[config.mk]
export PLATFORM = sky130hd
export DESIGN_NAME = oclib_uart_tx_cfg
export DESIGN_NICKNAME = d
export VERILOG_FILES = /design/src/rtl/oclib_uart_tx_cfg.sv
export SDC_FILE = /design/constraint.sdc
export NUM_CORES = 1
export LEC_CHECK = 0
export ABC_AREA = 1
export BUFFER_PORTS_ARGS = -buffer_cell sky130_fd_sc_hd__clkbuf_2
export CAP_MARGIN = 20
export CORE_ASPECT_RATIO = 2
export CORE_UTILIZATION = 62
export CTS_CLUSTER_DIAMETER = 50
export DETAILED_ROUTE_END_ITERATION = 10
export GPL_ROUTABILITY_DRIVEN = 0
export GPL_TIMING_DRIVEN = 0
export PLACE_DENSITY = 0.82
export SETUP_SLACK_MARGIN = 0.05
export SLEW_MARGIN = 15
export SYNTH_ARGS = -nofsm -noshare
export SYNTH_HDL_FRONTEND = slang
export SYNTH_SLANG_ARGS = --single-unit
export TNS_END_PERCENT = 50
[constraint.sdc]
create_clock -name clock -period 4.48 [get_ports clock]
set_input_delay 0.448 -clock clock [delete_from_list [all_inputs] [get_ports clock]]
set_output_delay 0.448 -clock clock [all_outputs]
set_load 0.03 [all_outputs]
[src/rtl/oclib_uart_tx_cfg.sv]
// Runtime-configurable UART transmitter: programmable divisor, 5..MaxDataBits data bits,
// parity none/even/odd/mark, 1 or 2 stop bits, break generation and an occupancy-reporting TX FIFO.
module oclib_uart_tx_cfg #(
    parameter int unsigned DivWidth    = 16,
    parameter int unsigned MaxDataBits = 9,
    parameter int unsigned FifoDepth   = 16,
    parameter int unsigned CountWidth  = $clog2(FifoDepth + 1)
) (
    input  logic                   clock,
    input  logic                   reset,
    input  logic [DivWidth-1:0]    cfgDivisor,
    input  logic [3:0]             cfgDataBits,
    input  logic [1:0]             cfgParity,
    input  logic                   cfgStop2,
    input  logic                   sendBreak,
    input  logic [MaxDataBits-1:0] txData,
    input  logic                   txValid,
    output logic                   txReady,
    output logic                   tx,
    output logic                   busy,
    output logic [CountWidth-1:0]  fifoCount
);

    localparam int unsigned PtrWidth = $clog2(FifoDepth);

    typedef enum logic [2:0] {S_IDLE, S_START, S_DATA, S_PARITY, S_STOP, S_BREAK} state_t;

    state_t                 state_q, state_d;
    logic [DivWidth-1:0]    cnt_q, cnt_d, dm1_q, dm1_d;
    logic [3:0]             nbits_q, nbits_d, idx_q, idx_d;
    logic [1:0]             par_q, par_d;
    logic                   stop2_q, stop2_d, mark_q, mark_d, brk_req_q, brk_req_d;
    logic [MaxDataBits-1:0] data_q, data_d;
    logic [MaxDataBits-1:0] mem_q [FifoDepth];
    logic [PtrWidth-1:0]    wr_ptr_q, rd_ptr_q;
    logic [CountWidth-1:0]  count_q, count_d;
    logic                   ready_q, tx_q, tx_d, busy_q, busy_d;
    logic                   push, pop, tick, eval_idle, par_bit;
    logic [DivWidth-1:0]    cfg_dm1;
    logic [3:0]             cfg_n;
    logic [MaxDataBits-1:0] head_masked;

    assign push      = txValid && ready_q;
    assign tick      = (cnt_q == '0);
    assign count_d   = count_q + CountWidth'(push) - CountWidth'(pop);
    assign txReady   = ready_q;
    assign tx        = tx_q;
    assign busy      = busy_q;
    assign fifoCount = count_q;

    // Clamp live configuration; it is only sampled when a frame or break begins
    always_comb begin
        cfg_dm1 = (cfgDivisor < DivWidth'(2)) ? DivWidth'(1) : cfgDivisor - DivWidth'(1);
        if (cfgDataBits < 4'd5)                    cfg_n = 4'd5;
        else if (cfgDataBits > 4'(MaxDataBits))    cfg_n = 4'(MaxDataBits);
        else                                       cfg_n = cfgDataBits;
        for (int i = 0; i < int'(MaxDataBits); i++) begin
            head_masked[i] = mem_q[rd_ptr_q][i] & (i < int'(cfg_n));
        end
    end

    always_comb begin
        unique case (par_q)
            2'd1:    par_bit = ^data_q;
            2'd2:    par_bit = ~^data_q;
            default: par_bit = 1'b1;
        endcase
    end

    always_comb begin
        state_d   = state_q;
        cnt_d     = cnt_q;
        dm1_d     = dm1_q;
        nbits_d   = nbits_q;
        par_d     = par_q;
        stop2_d   = stop2_q;
        data_d    = data_q;
        idx_d     = idx_q;
        mark_d    = mark_q;
        brk_req_d = brk_req_q;
        pop       = 1'b0;
        eval_idle = 1'b0;
        // A break request seen mid-frame is held until the frame's stop bits finish
        if (state_q != S_BREAK && sendBreak) brk_req_d = 1'b1;
        unique case (state_q)
            S_IDLE: eval_idle = 1'b1;
            S_START: begin
                if (tick) begin
                    state_d = S_DATA;
                    cnt_d   = dm1_q;
                    idx_d   = 4'd0;
                end else begin
                    cnt_d = cnt_q - DivWidth'(1);
                end
            end
            S_DATA: begin
                if (tick) begin
                    cnt_d = dm1_q;
                    if (idx_q == nbits_q - 4'd1) begin
                        idx_d   = 4'd0;
                        state_d = (par_q != 2'd0) ? S_PARITY : S_STOP;
                    end else begin
                        idx_d = idx_q + 4'd1;
                    end
                end else begin
                    cnt_d = cnt_q - DivWidth'(1);
                end
            end
            S_PARITY: begin
                if (tick) begin
                    state_d = S_STOP;
                    cnt_d   = dm1_q;
                    idx_d   = 4'd0;
                end else begin
                    cnt_d = cnt_q - DivWidth'(1);
                end
            end
            S_STOP: begin
                if (tick) begin
                    if (stop2_q && idx_q == 4'd0) begin
                        idx_d = 4'd1;
                        cnt_d = dm1_q;
                    end else begin
                        eval_idle = 1'b1;
                    end
                end else begin
                    cnt_d = cnt_q - DivWidth'(1);
                end
            end
            S_BREAK: begin
                if (!tick) begin
                    cnt_d = cnt_q - DivWidth'(1);
                end else if (mark_q) begin
                    eval_idle = 1'b1;
                end else if (!sendBreak) begin
                    mark_d = 1'b1;
                    cnt_d  = dm1_q;
                end
            end
            default: state_d = S_IDLE;
        endcase
        // Idle decision, also taken on the last stop/mark cycle for zero-gap chaining
        if (eval_idle) begin
            if (sendBreak || brk_req_q) begin
                state_d   = S_BREAK;
                cnt_d     = cfg_dm1;
                dm1_d     = cfg_dm1;
                mark_d    = 1'b0;
                brk_req_d = 1'b0;
            end else if (count_q != '0) begin
                pop     = 1'b1;
                state_d = S_START;
                cnt_d   = cfg_dm1;
                dm1_d   = cfg_dm1;
                nbits_d = cfg_n;
                par_d   = cfgParity;
                stop2_d = cfgStop2;
                data_d  = head_masked;
                idx_d   = 4'd0;
            end else begin
                state_d = S_IDLE;
            end
        end
        unique case (state_q)
            S_START:  tx_d = 1'b0;
            S_DATA:   tx_d = data_q[idx_q];
            S_PARITY: tx_d = par_bit;
            S_BREAK:  tx_d = mark_q;
            default:  tx_d = 1'b1;
        endcase
        busy_d = (state_q != S_IDLE);
    end

    always_ff @(posedge clock) begin
        if (push) mem_q[wr_ptr_q] <= txData;
    end

    always_ff @(posedge clock or negedge reset) begin
        if (!reset) begin
            state_q   <= S_IDLE;
            cnt_q     <= '0;
            dm1_q     <= '0;
            nbits_q   <= 4'd0;
            par_q     <= 2'd0;
            stop2_q   <= 1'b0;
            data_q    <= '0;
            idx_q     <= 4'd0;
            mark_q    <= 1'b0;
            brk_req_q <= 1'b0;
            wr_ptr_q  <= '0;
            rd_ptr_q  <= '0;
            count_q   <= '0;
            ready_q   <= 1'b0;
            tx_q      <= 1'b1;
            busy_q    <= 1'b0;
        end else begin
            state_q   <= state_d;
            cnt_q     <= cnt_d;
            dm1_q     <= dm1_d;
            nbits_q   <= nbits_d;
            par_q     <= par_d;
            stop2_q   <= stop2_d;
            data_q    <= data_d;
            idx_q     <= idx_d;
            mark_q    <= mark_d;
            brk_req_q <= brk_req_d;
            if (push) wr_ptr_q <= wr_ptr_q + PtrWidth'(1);
            if (pop)  rd_ptr_q <= rd_ptr_q + PtrWidth'(1);
            count_q   <= count_d;
            ready_q   <= (count_d != CountWidth'(FifoDepth));
            tx_q      <= tx_d;
            busy_q    <= busy_d;
        end
    end

endmodule

# After elaboration in Yosys (flattened, before gate mapping)
# Memory sizes are Yosys's and may differ from the RTL's.
# Cells that the tools add are included.
[totals]
reg_bits = 73
ram_bits = 144
inputBits = 36
memories = 1
[op_classes]
add_sub_neg = 8
order_cmp = 13
n_eq_ne = 15
n_mux = 56
n_bitwise = 10
n_reduce_logical = 19
[memory_table]
columns = ["name", "depth", "width", "read_ports", "rd_ports_with_merged_regs", "wr", "line_no", "text"]
rows = [
  ["mem_q", 16, 9, 1, 0, 1, "34", "logic [MaxDataBits-1:0] mem_q [FifoDepth];"],
]
[ops]
columns = ["op", "count"]
rows = [
  ["$mux 16", 12],
  ["$pmux 16 s3", 1],
  ["$mux 4", 10],
  ["$sub 16x1->16 const B", 2],
  ["$mux 3", 7],
  ["$mux 1", 20],
  ["$logic_not 16->1", 1],
  ["$lt 16x2->1 const B", 1],
  ["$lt 3x4->1 const A", 4],
  ["$ne 3x3->1 const B", 5],
  ["$add 4x1->4 const B", 3],
  ["$pmux 3 s4", 1],
  ["$pmux 4 s3", 1],
  ["$and 1x1->1", 9],
  ["$reduce_xnor 9->1", 1],
  ["$reduce_xor 9->1", 1],
  ["$lt 1x4->1 const A", 2],
  ["$lt 2x4->1 const A", 2],
  ["$eq 3x2->1 const B", 2],
  ["$eq 3x3->1 const B", 2],
  ["$reduce_or 3->1", 2],
  ["$add 5x1->5", 1],
  ["$lt 4x5->1 const B", 1],
  ["$ne 5x5->1 const B", 1],
  ["26 further kinds", 29],
]

# Longest topological paths before layout
# Gate-level depths: netlist (run 1).
[depth]
word_depth = 8
ltp_mapped = 20

# Least setup slack after synthesis (run 1)
# Ideal clock, no wire load.
[synth_path]
path_type = "register to register"
startpoint = "register idx_q[0]"
endpoint = "register ready_q, in the netlist txReady"
setup_time_ns = 0.129
t_arrival_ns = 3.126
t_required_ns = 4.351
setup_slack_ns = 1.225
stages_incl_launch_ff = 21
n_path_buf = 2
cell_sequence = "dfrtp_1 > clkbuf_1 > inv_1 > ha_1 > nand2_1 > nor2_2 > a21oi_1 > nand3_2 > nand2_2 > nand2_2 > inv_2 > buf_4 > ha_1 > inv_1 > ha_1 > fa_1 > a21oi_1 > nor2_1 > nor2_1 > xor2_1 > nand2_1"
[synth_via]
elab_chain_cells = 8
[synth_rtl]
columns = ["item", "line_no", "text"]
rows = [
  ["from (decl)", "30", "logic [3:0] nbits_q, nbits_d, idx_q, idx_d;"],
  ["from (signal assigned)", "204", "idx_q <= idx_d;"],
  ["$logic_not 4->1", "120", "if (stop2_q && idx_q == 4'd0) begin"],
  ["$logic_and 1x1->1", "120", ""],
  ["$mux 1", "120", ""],
  ["$mux 1", "119", "if (tick) begin"],
  ["$pmux 1 s3", "85", "unique case (state_q)"],
  ["$mux 1", "143", "if (eval_idle) begin"],
  ["net pop", "38", "logic push, pop, tick, eval_idle, par_bit;"],
  ["$sub 5x1->5", "45", "assign count_d = count_q + CountWidth'(push) - CountWidth'(pop);"],
  ["net count_d[4]", "36", "logic [CountWidth-1:0] count_q, count_d;"],
  ["$ne 5x5->1", "210", "ready_q <= (count_d != CountWidth'(FifoDepth));"],
  ["to (signal assigned)", "210", ""],
  ["to (decl)", "37", "logic ready_q, tx_q, tx_d, busy_q, busy_d;"],
]
# The timed path passes the listed nets, and every way through them passes these cells.
# A chain may end at the register's enable or synchronous reset.

# Worst setup path after layout (run 1)
# Same ends and word-level chain as after synthesis.

==> flow_summary.ini, run 1 <==
[outcome]
status = complete, no violations

[timing]
post-route-period-util_pct = 85.8
rsz0062_at_grt = false
final-setup-viol-count = 0
drv_slew = 0
worst_pin_slew_ns = 1.20
fin_crit_ns = 3.84
max_freq_ghz = 0.260
relSlewSlack_pct = 19.7
setup_tns_ns = 0
fin_worst_skew_ns = 0.0148
hold_viol = 0

[layout]
syn2layout_area_growth_pct = 11.0
stdcell_count = 1491
nets = 1326
diodes = 0
drive_above_1_share_pct = 9.19

[global_routing]
grt_overflow = 0
use_met2_pct = 59.3
grt_pass1_wl_mm = 43.5
grt_pass1_vias = 8865
grt_use_met3_pct = 5.57
grt_max_degree = 47
track_usage_pct = 32.7
grt_antenna_before_repair = 0
grt.busiest_layer = met2
grt_util_met1_pct = 30.4

[run]
cap_violations = 0

[pwr]
netSwitchingFraction_pct = 26.9
p_leak_nw = 5.11
p_switching_mw = 1.27
seq_power_share_pct = 51.1
p_per_area_mw_per_mm2 = 395
comb_power_share_pct = 13.0
clockPowerShare_pct = 35.8
internal_power_mw = 3.45
ir_drop_v = 0.000379

[min_path]
holdPathStages = 3
hold_path_class = primary input to flop
hold_path.startpoint = cfgParity[0]
min_to = par_q[0]

[placed_design]
placedCellCount = 1452
port-buffer-count = 43
hpwl_mm = 20.7

[floorplan]
initial_core_util_pct = 64.0
rows = 67
ioPinCount = 44
fp.dieArea_mm2 = 0.0180
die_y_um = 188
fp.dieW_um = 95.2
coreArea_mm2 = 0.0168

[synth]
synthArstFlopShare_pct = 33.6
synthCells = 1201
netlist_area_mm2 = 0.0108
synth_edf_count = 144
yosys.cell_types.count = 40
ys_warn_count = 0
synth_ff_type = edfxtp_1
syn-num-nets = 1257
ys_ff_latch = 217
postSynthAreaPerCell_um2 = 8.98
seq_area_frac_synth_pct = 57.1

[critical_path]
cp_common_cell = ha_1
rrSetupSlack_ns = 0.64
cp_num_buf_inv = 5
slowest_stage = dfrtp_1
crit_family = adder cells
crit_arrival_ns = 4.22
endpoint_kind = flop
criticalPathCategory = flop to flop
reg2reg_to = txReady
reg2reg_depth = 20
cp-start-kind = flop
cp_max_fo = 10
max_stage_delay_ns = 0.40
crit-reg2reg-launch = idx_q[0]
cp_data_required_time_ns = 4.86
worstPathCellList = clkbuf_1, inv_1, ha_1, nand2_1, nor2_2, a21oi_1, nand3_2, nand2_2, nand2_2, inv_2, buf_4, ha_1, inv_1, ha_1, fa_1, a21oi_1, nor2_1, nor2_1, xor2_1, nand2_1

[clock_tree]
cts_buffer_depth = 3
cts_resized = 0
clock_sinks = 217
cts-root-buf = clkbuf_16
cts_tree = built
clock_latency_ns = 0.50
h-tree-depth = 1
cts_buffers = 20
path_clk_slew_ns = 0.07

[route]
via_per_inst = 5.84
drcViolationCount = 0
dr_total_vias = 8704
ant_nets = 0
wl_per_cell_um = 18.9
dr.pass1.iters = 6
routed_wirelength_mm = 28.2
initialDrtViolationCount = 466
worst max-delay path by stage:
stage                        start  slack, ns  cells past startpoint  endpoint
after floorplan           idx_q[0]       1.23                     20   txReady
after global placement    idx_q[0]       0.69                     20   txReady
after detailed placement  idx_q[0]       0.63                     20   txReady
after CTS                 idx_q[0]       0.62                     20   txReady
after global routing      idx_q[0]       0.37                     20   txReady
final                     idx_q[0]       0.64                     20   txReady
worst register-to-register path, delay by kind of cell, from the launching register on:
family | cells | cell delay [ns]
simple gates | 8 | 0.94
compound gates | 2 | 0.29
fa+ha+maj | 4 | 1.07
xor+xnor | 1 | 0.20
buf+inv | 5 | 0.81
flops | 1 | 0.40
per-stage QoR:
| step | cell area, um2 | hold WS, ns | utilization (%) | power, mW | setup slack, ns |
|---|---|---|---|---|---|
| finish | 12000 | 0.161 | 71.0 | 4.72 | 0.635 |
| global route | 12000 | 0.170 | 71.0 | 4.89 | 0.369 |
| CTS | 11900 | 0.158 | 70.9 | 4.72 | 0.615 |
| detailed placement | 11300 | 0.444 | 67.0 | 3.06 | 0.629 |
| global placement | 11300 | 0.458 | 66.8 | 3.04 | 0.687 |
| floorplan | 10800 | 0.152 | - | 2.83 | 1.23 |
layout make-up:
class	count	area, um2
flip-flops and latches	217	6150
fillers	1279	4880
multi-input cells	837	4040
clock buffers	25	541
inverters	105	395
repair buffers	47	278
well taps	207	259
plain buffers	42	193
clock inverters	11	109
power groups by stage:
stage                     Combinational (mW)  Sequential [mW]  Clock (mW)
final                                  0.614             2.42        1.69
after global routing                   0.676             2.43        1.79
after CTS                              0.607             2.42        1.70
after detailed placement               0.604             2.46           0
after global placement                 0.590             2.45           0
after floorplan                        0.339             2.49           0
cell usage after synthesis, types with 2 or more instances:
cell | number | share of area [%]
a21oi_1 | 22 | 1.0
buf_2 | 10 | 0.46
buf_4 | 2 | 0.14
buf_6 | 2 | 0.21
clkbuf_1 | 27 | 0.94
clkinv_1 | 2 | 0.070
dfrtp_1 | 72 | 17
edfxtp_1 | 144 | 40
ha_1 | 19 | 2.2
inv_1 | 98 | 3.4
inv_2 | 4 | 0.14
nand2_1 | 334 | 12
nand2_2 | 10 | 0.58
nand3_1 | 105 | 4.9
nand3_2 | 3 | 0.28
nand3b_1 | 6 | 0.42
nand4_1 | 6 | 0.35
nor2_1 | 142 | 4.9
nor2_2 | 3 | 0.17
nor2_4 | 3 | 0.31
nor3_1 | 9 | 0.42
nor4_1 | 2 | 0.12
o211ai_1 | 11 | 0.77
o21ai_0 | 95 | 4.4
o21ai_1 | 3 | 0.14
o22ai_1 | 22 | 1.3
xnor2_1 | 6 | 0.49
xor2_1 | 27 | 2.2
registers in the layout (all words and copies together) (netlist names), 3 cells and up:
register / cells
fifoCount: 5
nbits_q: 4
dm1_q: 16
idx_q: 4
mem_q: 144
rd_ptr_q: 4
data_q: 9
wr_ptr_q: 4
cnt_q: 16
state_q: 3
metal layers:
layer	vias up	part of all wire (%)	wire (um)
li1	4132	-	-
met1	4022	31	8640
met2	385	54	15300
met3	165	6.0	1690
met4	0	8.9	2500
met5	-	0	0
cell usage in the layout, fill, tap and decap left out, drive strengths merged, types with 2 or more instances in the layout:
cell and count:
nand2 345, nor2 149, edfxtp 144, nand3 108
inv 105, o21ai 98, clkbuf 95, dfrtp 72
xor2 27, a21oi 22, o22ai 22, ha 19
buf 18, o211ai 11, nor3 9, clkinv 9
xnor2 6, nand3b 6, nand4 6, nor4 2
kinds of logic after synthesis:
kind of cell	after synthesis	synth area share, %
adder cells (fa/ha/maj)	20	2.39
XOR/XNOR	33	2.68
buffers and inverters	147	5.45
flip-flops	217	57.1
AND/OR/NAND/NOR	626	24.4
AO/OA/AOI/OAI	158	7.96
timing repair:
item                                   in CTS  in global routing
endpoints found under the hold margin      26                  0
setup buffers                               0                  0
hold buffers                                1                  0
Power figures use the tool's default switching activity.
==> inputs of run 2 (changes only) <==
ABC_AREA = default   (was 1)
CTS_CLUSTER_DIAMETER = default   (was 50)
==> flow_summary.ini, run 2 <==
[floorplan]
die_y_um = 181
fp.dieW_um = 91.7
rows = 65
initial_core_util_pct = 63.2
coreArea_mm2 = 0.0158
fp.dieArea_mm2 = 0.0166
ioPinCount = 44

[global_routing]
grt_antenna_before_repair = 1
grt_overflow = 0
grt_max_degree = 40
track_usage_pct = 31.1
grt_pass1_vias = 6979
grt_pass1_wl_mm = 38.4

[synth]
synth_top_area_share_pct = 43.4
synthArstFlopShare_pct = 33.6
netlist_area_mm2 = 0.00997
synthCells = 713
ys_ff_latch = 217
postSynthAreaPerCell_um2 = 14.0
synth_edf_count = 144
ys_warn_count = 0
yosys.cell_types.count = 71
syn-num-nets = 769
netlist_top_cells_area = edfxtp_1, dfrtp_1, mux4_2
yosysMostFrequentCell = edfxtp_1
synth_top_cell_by_area = edfxtp_1
synth_ff_type = edfxtp_1
synth_common_cells = edfxtp_1, dfrtp_1, nand2_1
seq_area_frac_synth_pct = 61.7

[critical_path]
criticalPathCategory = flop to flop
crit_arrival_ns = 4.40
cp_data_required_time_ns = 4.85
rrSetupSlack_ns = 0.45
reg2reg_depth = 17
cp_max_fo = 10
cp-start-kind = flop
endpoint_kind = flop

[pwr]
ir_drop_v = 0.000386
p_leak_nw = 4.10
p_switching_mw = 1.22
clockPowerShare_pct = 35.1
comb_power_share_pct = 13.2
internal_power_mw = 3.48
p_per_area_mw_per_mm2 = 424
seq_power_share_pct = 51.7
netSwitchingFraction_pct = 25.9

[timing]
rsz0062_at_grt = false
hold_viol = 0
setup_tns_ns = 0
fin_worst_skew_ns = 0.0134
fin_hold_ws_ns = 0.138
drv_slew = 0
worst_pin_slew_ns = 0.897
relSlewSlack_pct = 40.2
fin_crit_ns = 4.03
post-route-period-util_pct = 90.0
final-setup-viol-count = 0
max_freq_ghz = 0.248

[min_path]
hold_path_class = primary input to flop
holdPathStages = 3

[layout]
drive_above_1_share_pct = 18.9
nets = 836
largest_reg_flops = 144
largest_register = mem_q
largest_registers = mem_q x144, cnt_q x16, dm1_q x16
final_cell_mix = edfxtp_1, dfrtp_1, nand2_1
final_common_cell = edfxtp_1
final_area_mm2 = 0.0111
diodes = 0
fillers = 1041
syn2layout_area_growth_pct = 11.2

[clock_tree]
cts_resized = 0
h-tree-depth = 1
cts_tree = built
clock_sinks = 217
cts_buffer_depth = 3
path_clk_slew_ns = 0.07
cts-root-buf = clkbuf_16
cts_buffers = 20
clock_latency_ns = 0.50

[route]
drcViolationCount = 0
via_per_inst = 6.57
wl_per_cell_um = 24.6
dr_total_vias = 6534
ant_nets = 0
dr.pass1.iters = 5
routed_wirelength_mm = 24.5
initialDrtViolationCount = 437

[placed_design]
port-buffer-count = 43
hpwl_mm = 17.0
postPlaceCellArea_mm2 = 0.0105

[outcome]
status = complete, no violations

[run]
cap_violations = 0
run 2: cell types whose count changed after synthesis, moves of 19 or more:
cell	previous run	this run
nand3_1	105	15
o21ai_0	95	15
nor2_1	142	32
xnor2_1	6	30
inv_1	98	20
xor2_1	27	7
mux4_2	0	47
o21ai_1	3	22
nand2_1	334	62
run 2: metal layers:
layer,global-route usage [%],part of all wire (%),vias to the layer above
li1,-,-,2858
met1,32.5,32,3285
met2,57.3,56,294
met3,4.84,5.7,95
met4,19.0,5.9,2
met5,0,0.053,-
run 2: power groups by stage:
stage | registers, mW | logic [mW] | clock network (mW)
floorplan | 2.49 | 0.352 | 0
global placement | 2.45 | 0.584 | 0
detailed placement | 2.47 | 0.617 | 0
CTS | 2.43 | 0.624 | 1.65
global route | 2.44 | 0.678 | 1.73
finish | 2.43 | 0.620 | 1.65
run 2: what timing repair did:
action | CTS | global route
setup buffers | 0 | 0
hold buffers | 1 | 0
endpoints found under the setup margin | 0 | 0
hold endpoints to repair | 37 | 0
run 2: worst max-delay path, stage by stage (launching register included):
cell and delay [ns]:
dfrtp_1 0.47, inv_1 0.09, ha_1 0.24, nor4b_1 0.39, nand4_2 0.32, o21ai_4 0.42, nand3_1 0.17, inv_2 0.13
buf_2 0.27, ha_1 0.16, inv_1 0.04, ha_1 0.20, fa_1 0.41, a21oi_1 0.16, nor2_1 0.05, nor2_1 0.10
xnor2_1 0.15, nand3b_1 0.11
run 2: logic make-up after synthesis:
kind of cell,share of synthesized area (%)
compound gates,8.62
xor+xnor,3.25
fa+ha+maj,2.58
buf+inv,2.35
flops,61.7
mux,11.0
simple gates,10.5
run 2: worst paths after layout:
check | to | start
max | txReady | cnt_q[0]
min | stop2_q | cfgStop2
max reg2reg | txReady | cnt_q[0]
min reg2reg | dm1_q[15] | dm1_q[15]
max in group asynchronous | data_q[4] | reset
min in group asynchronous | dm1_q[6] | reset
run 2: area by class of cell:
class                           instances  area, um2  share of cell area, %
Clock inverter                         10       78.8                  0.711
Inverter                               21       78.8                  0.711
Multi-Input combinational cell        443       3590                   32.3
Clock buffer                           25        541                   4.87
Tap cell                              201        251                   2.27
Buffer                                 32        155                   1.40
Timing Repair Buffer                   45        248                   2.23
Sequential cell                       217       6150                   55.5
run 2: through the flow:
| stage | setup slack, ns | util, % | power (mW) | cells |
|---|---|---|---|---|
| 6_report | 0.447 | 70.3 | 4.70 | 994 |
| 5_1_grt | 0.164 | 70.3 | 4.86 | 994 |
| 4_1_cts | 0.495 | 70.3 | 4.71 | 994 |
| 3_5_place_dp | 0.557 | 66.3 | 3.08 | 958 |
| 3_3_place_gp | 0.563 | 66.2 | 3.03 | 957 |
| 2_1_floorplan | 1.21 | - | 2.84 | 713 |
==> inputs of run 3 (changes only) <==
CORE_UTILIZATION = 40   (was 62)
GPL_TIMING_DRIVEN = 1   (was 0)
PLACE_DENSITY = 0.58   (was 0.82)
REMOVE_ABC_BUFFERS = 1   (was default)
==> flow_summary.ini, run 3 (synthesis gave the netlist of run 2 again) <==
[outcome]
status = complete, no violations

[global_routing]
grt_pass1_wl_mm = 36.2
track_usage_pct = 18.9
grt_overflow = 0
grt_antenna_before_repair = 0
grt_pass1_vias = 6494
grt_max_degree = 74

[clock_tree]
cts_tree = built
cts-root-buf = clkbuf_16
cts_buffer_depth = 3
h-tree-depth = 1
cts_buffers = 22
cts_resized = 0
path_clk_slew_ns = 0.07
cts_hold_buf = 0
clock_latency_ns = 0.51
clock_sinks = 217
post_cts_buffers = 0

[placed_design]
placedCellCount = 1063
postPlaceCellArea_mm2 = 0.0105
port-buffer-count = 43
hpwl_mm = 16.7
pre_cts_ws_ns = 0.826

[route]
routed_wirelength_mm = 23.0
wl_met1_mm = 7.42
dr_total_vias = 6129
wl_per_cell_um = 20.8
highest_layer = met4
dr.pass1.iters = 5
ant_nets = 0
wl_met2_mm = 13.6
initialDrtViolationCount = 451
via_per_inst = 5.55
drcViolationCount = 0
dr_wl_met3_um = 785

[timing]
relSlewSlack_pct = 33.0
fin_worst_skew_ns = 0.0129
drv_slew = 0
setup_tns_ns = 0
rsz0062_at_grt = false
max_freq_ghz = 0.272
fin_hold_ws_ns = 0.0840
fin_crit_ns = 3.68
final.setup.worst_slack_ns = 0.799
final-setup-viol-count = 0
worst_pin_slew_ns = 1.00
post-route-period-util_pct = 82.2
hold_viol = 0

[layout]
drive_above_1_share_pct = 19.2
largest_reg_flops = 144
diodes = 0
final_common_cell = edfxtp_1
finish.utilization_pct = 46.0
nets = 812
syn2layout_area_growth_pct = 12.8
final_area_mm2 = 0.0112
stdcell_count = 1104
largest_register = mem_q
final_cell_mix = edfxtp_1, dfrtp_1, nand2_1
largest_registers = mem_q x144, cnt_q x16, dm1_q x16

[floorplan]
fp.dieW_um = 114
coreArea_mm2 = 0.0244
ioPinCount = 44
fp.dieArea_mm2 = 0.0256
die_y_um = 225
initial_core_util_pct = 40.8
rows = 81

[pwr]
p_leak_nw = 4.10
total_power_mw = 4.88
ir_drop_v = 0.000317
p_per_area_mw_per_mm2 = 434

[run]
cap_violations = 0

[min_path]
hold_path_class = primary input to async pin

[critical_path]
criticalPathCategory = flop to flop
cp_max_fo = 20
cp_common_cell = ha_1
endpoint_kind = flop
cp_data_required_time_ns = 4.87
crit_arrival_ns = 4.07
max_stage_delay_ns = 0.47
worstPathCellList = inv_1, ha_1, nand4bb_1, o211ai_1, o21ai_4, nand3_1, buf_4, inv_2, ha_1, inv_1, ha_1, fa_1, a21oi_1, nor2_1, nor2_1, xnor2_1, nand3b_1
slowest_stage = dfrtp_1
cp-start-kind = flop
run 3: cell types whose count changed in the layout (fill, tap and decap cells not counted), sizes merged:
cell | before | now
bufinv | 1 | 2
dlygate4sd3 | 1 | 0
clkbuf | 80 | 68
clkinv | 5 | 9
buf | 21 | 9
clkinvlp | 3 | 2
run 3: cell type report:
type | count | area (um2)
Clock buffer | 26 | 597
Tap cell | 332 | 415
Fill cell | 2139 | 13200
Clock inverter | 14 | 133
Inverter | 21 | 78.8
Timing Repair Buffer | 51 | 282
Multi-Input combinational cell | 443 | 3590
Sequential cell | 217 | 6150
run 3: path summary, 6_finish.rpt:
check / startpoint / end / slack (ns) / cells after the start
min in group clock: cfgParity[1] / par_q[1] / 0.17 / 3
max reg2reg: idx_q[1] / txReady / 0.80 / 17
min reg2reg: dm1_q[10] / dm1_q[10] / 0.49 / 2
max in group asynchronous: reset / rd_ptr_q[0] / 3.72 / 1
min: reset / dm1_q[13] / 0.08 / 1
max: idx_q[1] / txReady / 0.80 / 17
run 3: metal layers:
metal / vias to the layer above / global-route usage (%)
li1: 2813 / -
met2: 171 / 37.8
met4: 0 / 10.4
met1: 3082 / 18.0
met5: - / 0
met3: 63 / 2.47
run 3: power by group:
part           switching, mW  internal [mW]  total, mW
registers             0.0852           2.34       2.43
clock network          0.768           1.07       1.84
logic                  0.392          0.220      0.611
total                   1.25           3.64       4.88
run 3: critical path, delay by kind of cell, from the launching register on:
family | cells | cell delay [ns]
buf+inv | 4 | 0.50
fa+ha+maj | 4 | 1.03
compound gates | 3 | 0.78
flops | 1 | 0.47
xor+xnor | 1 | 0.15
simple gates | 5 | 0.61
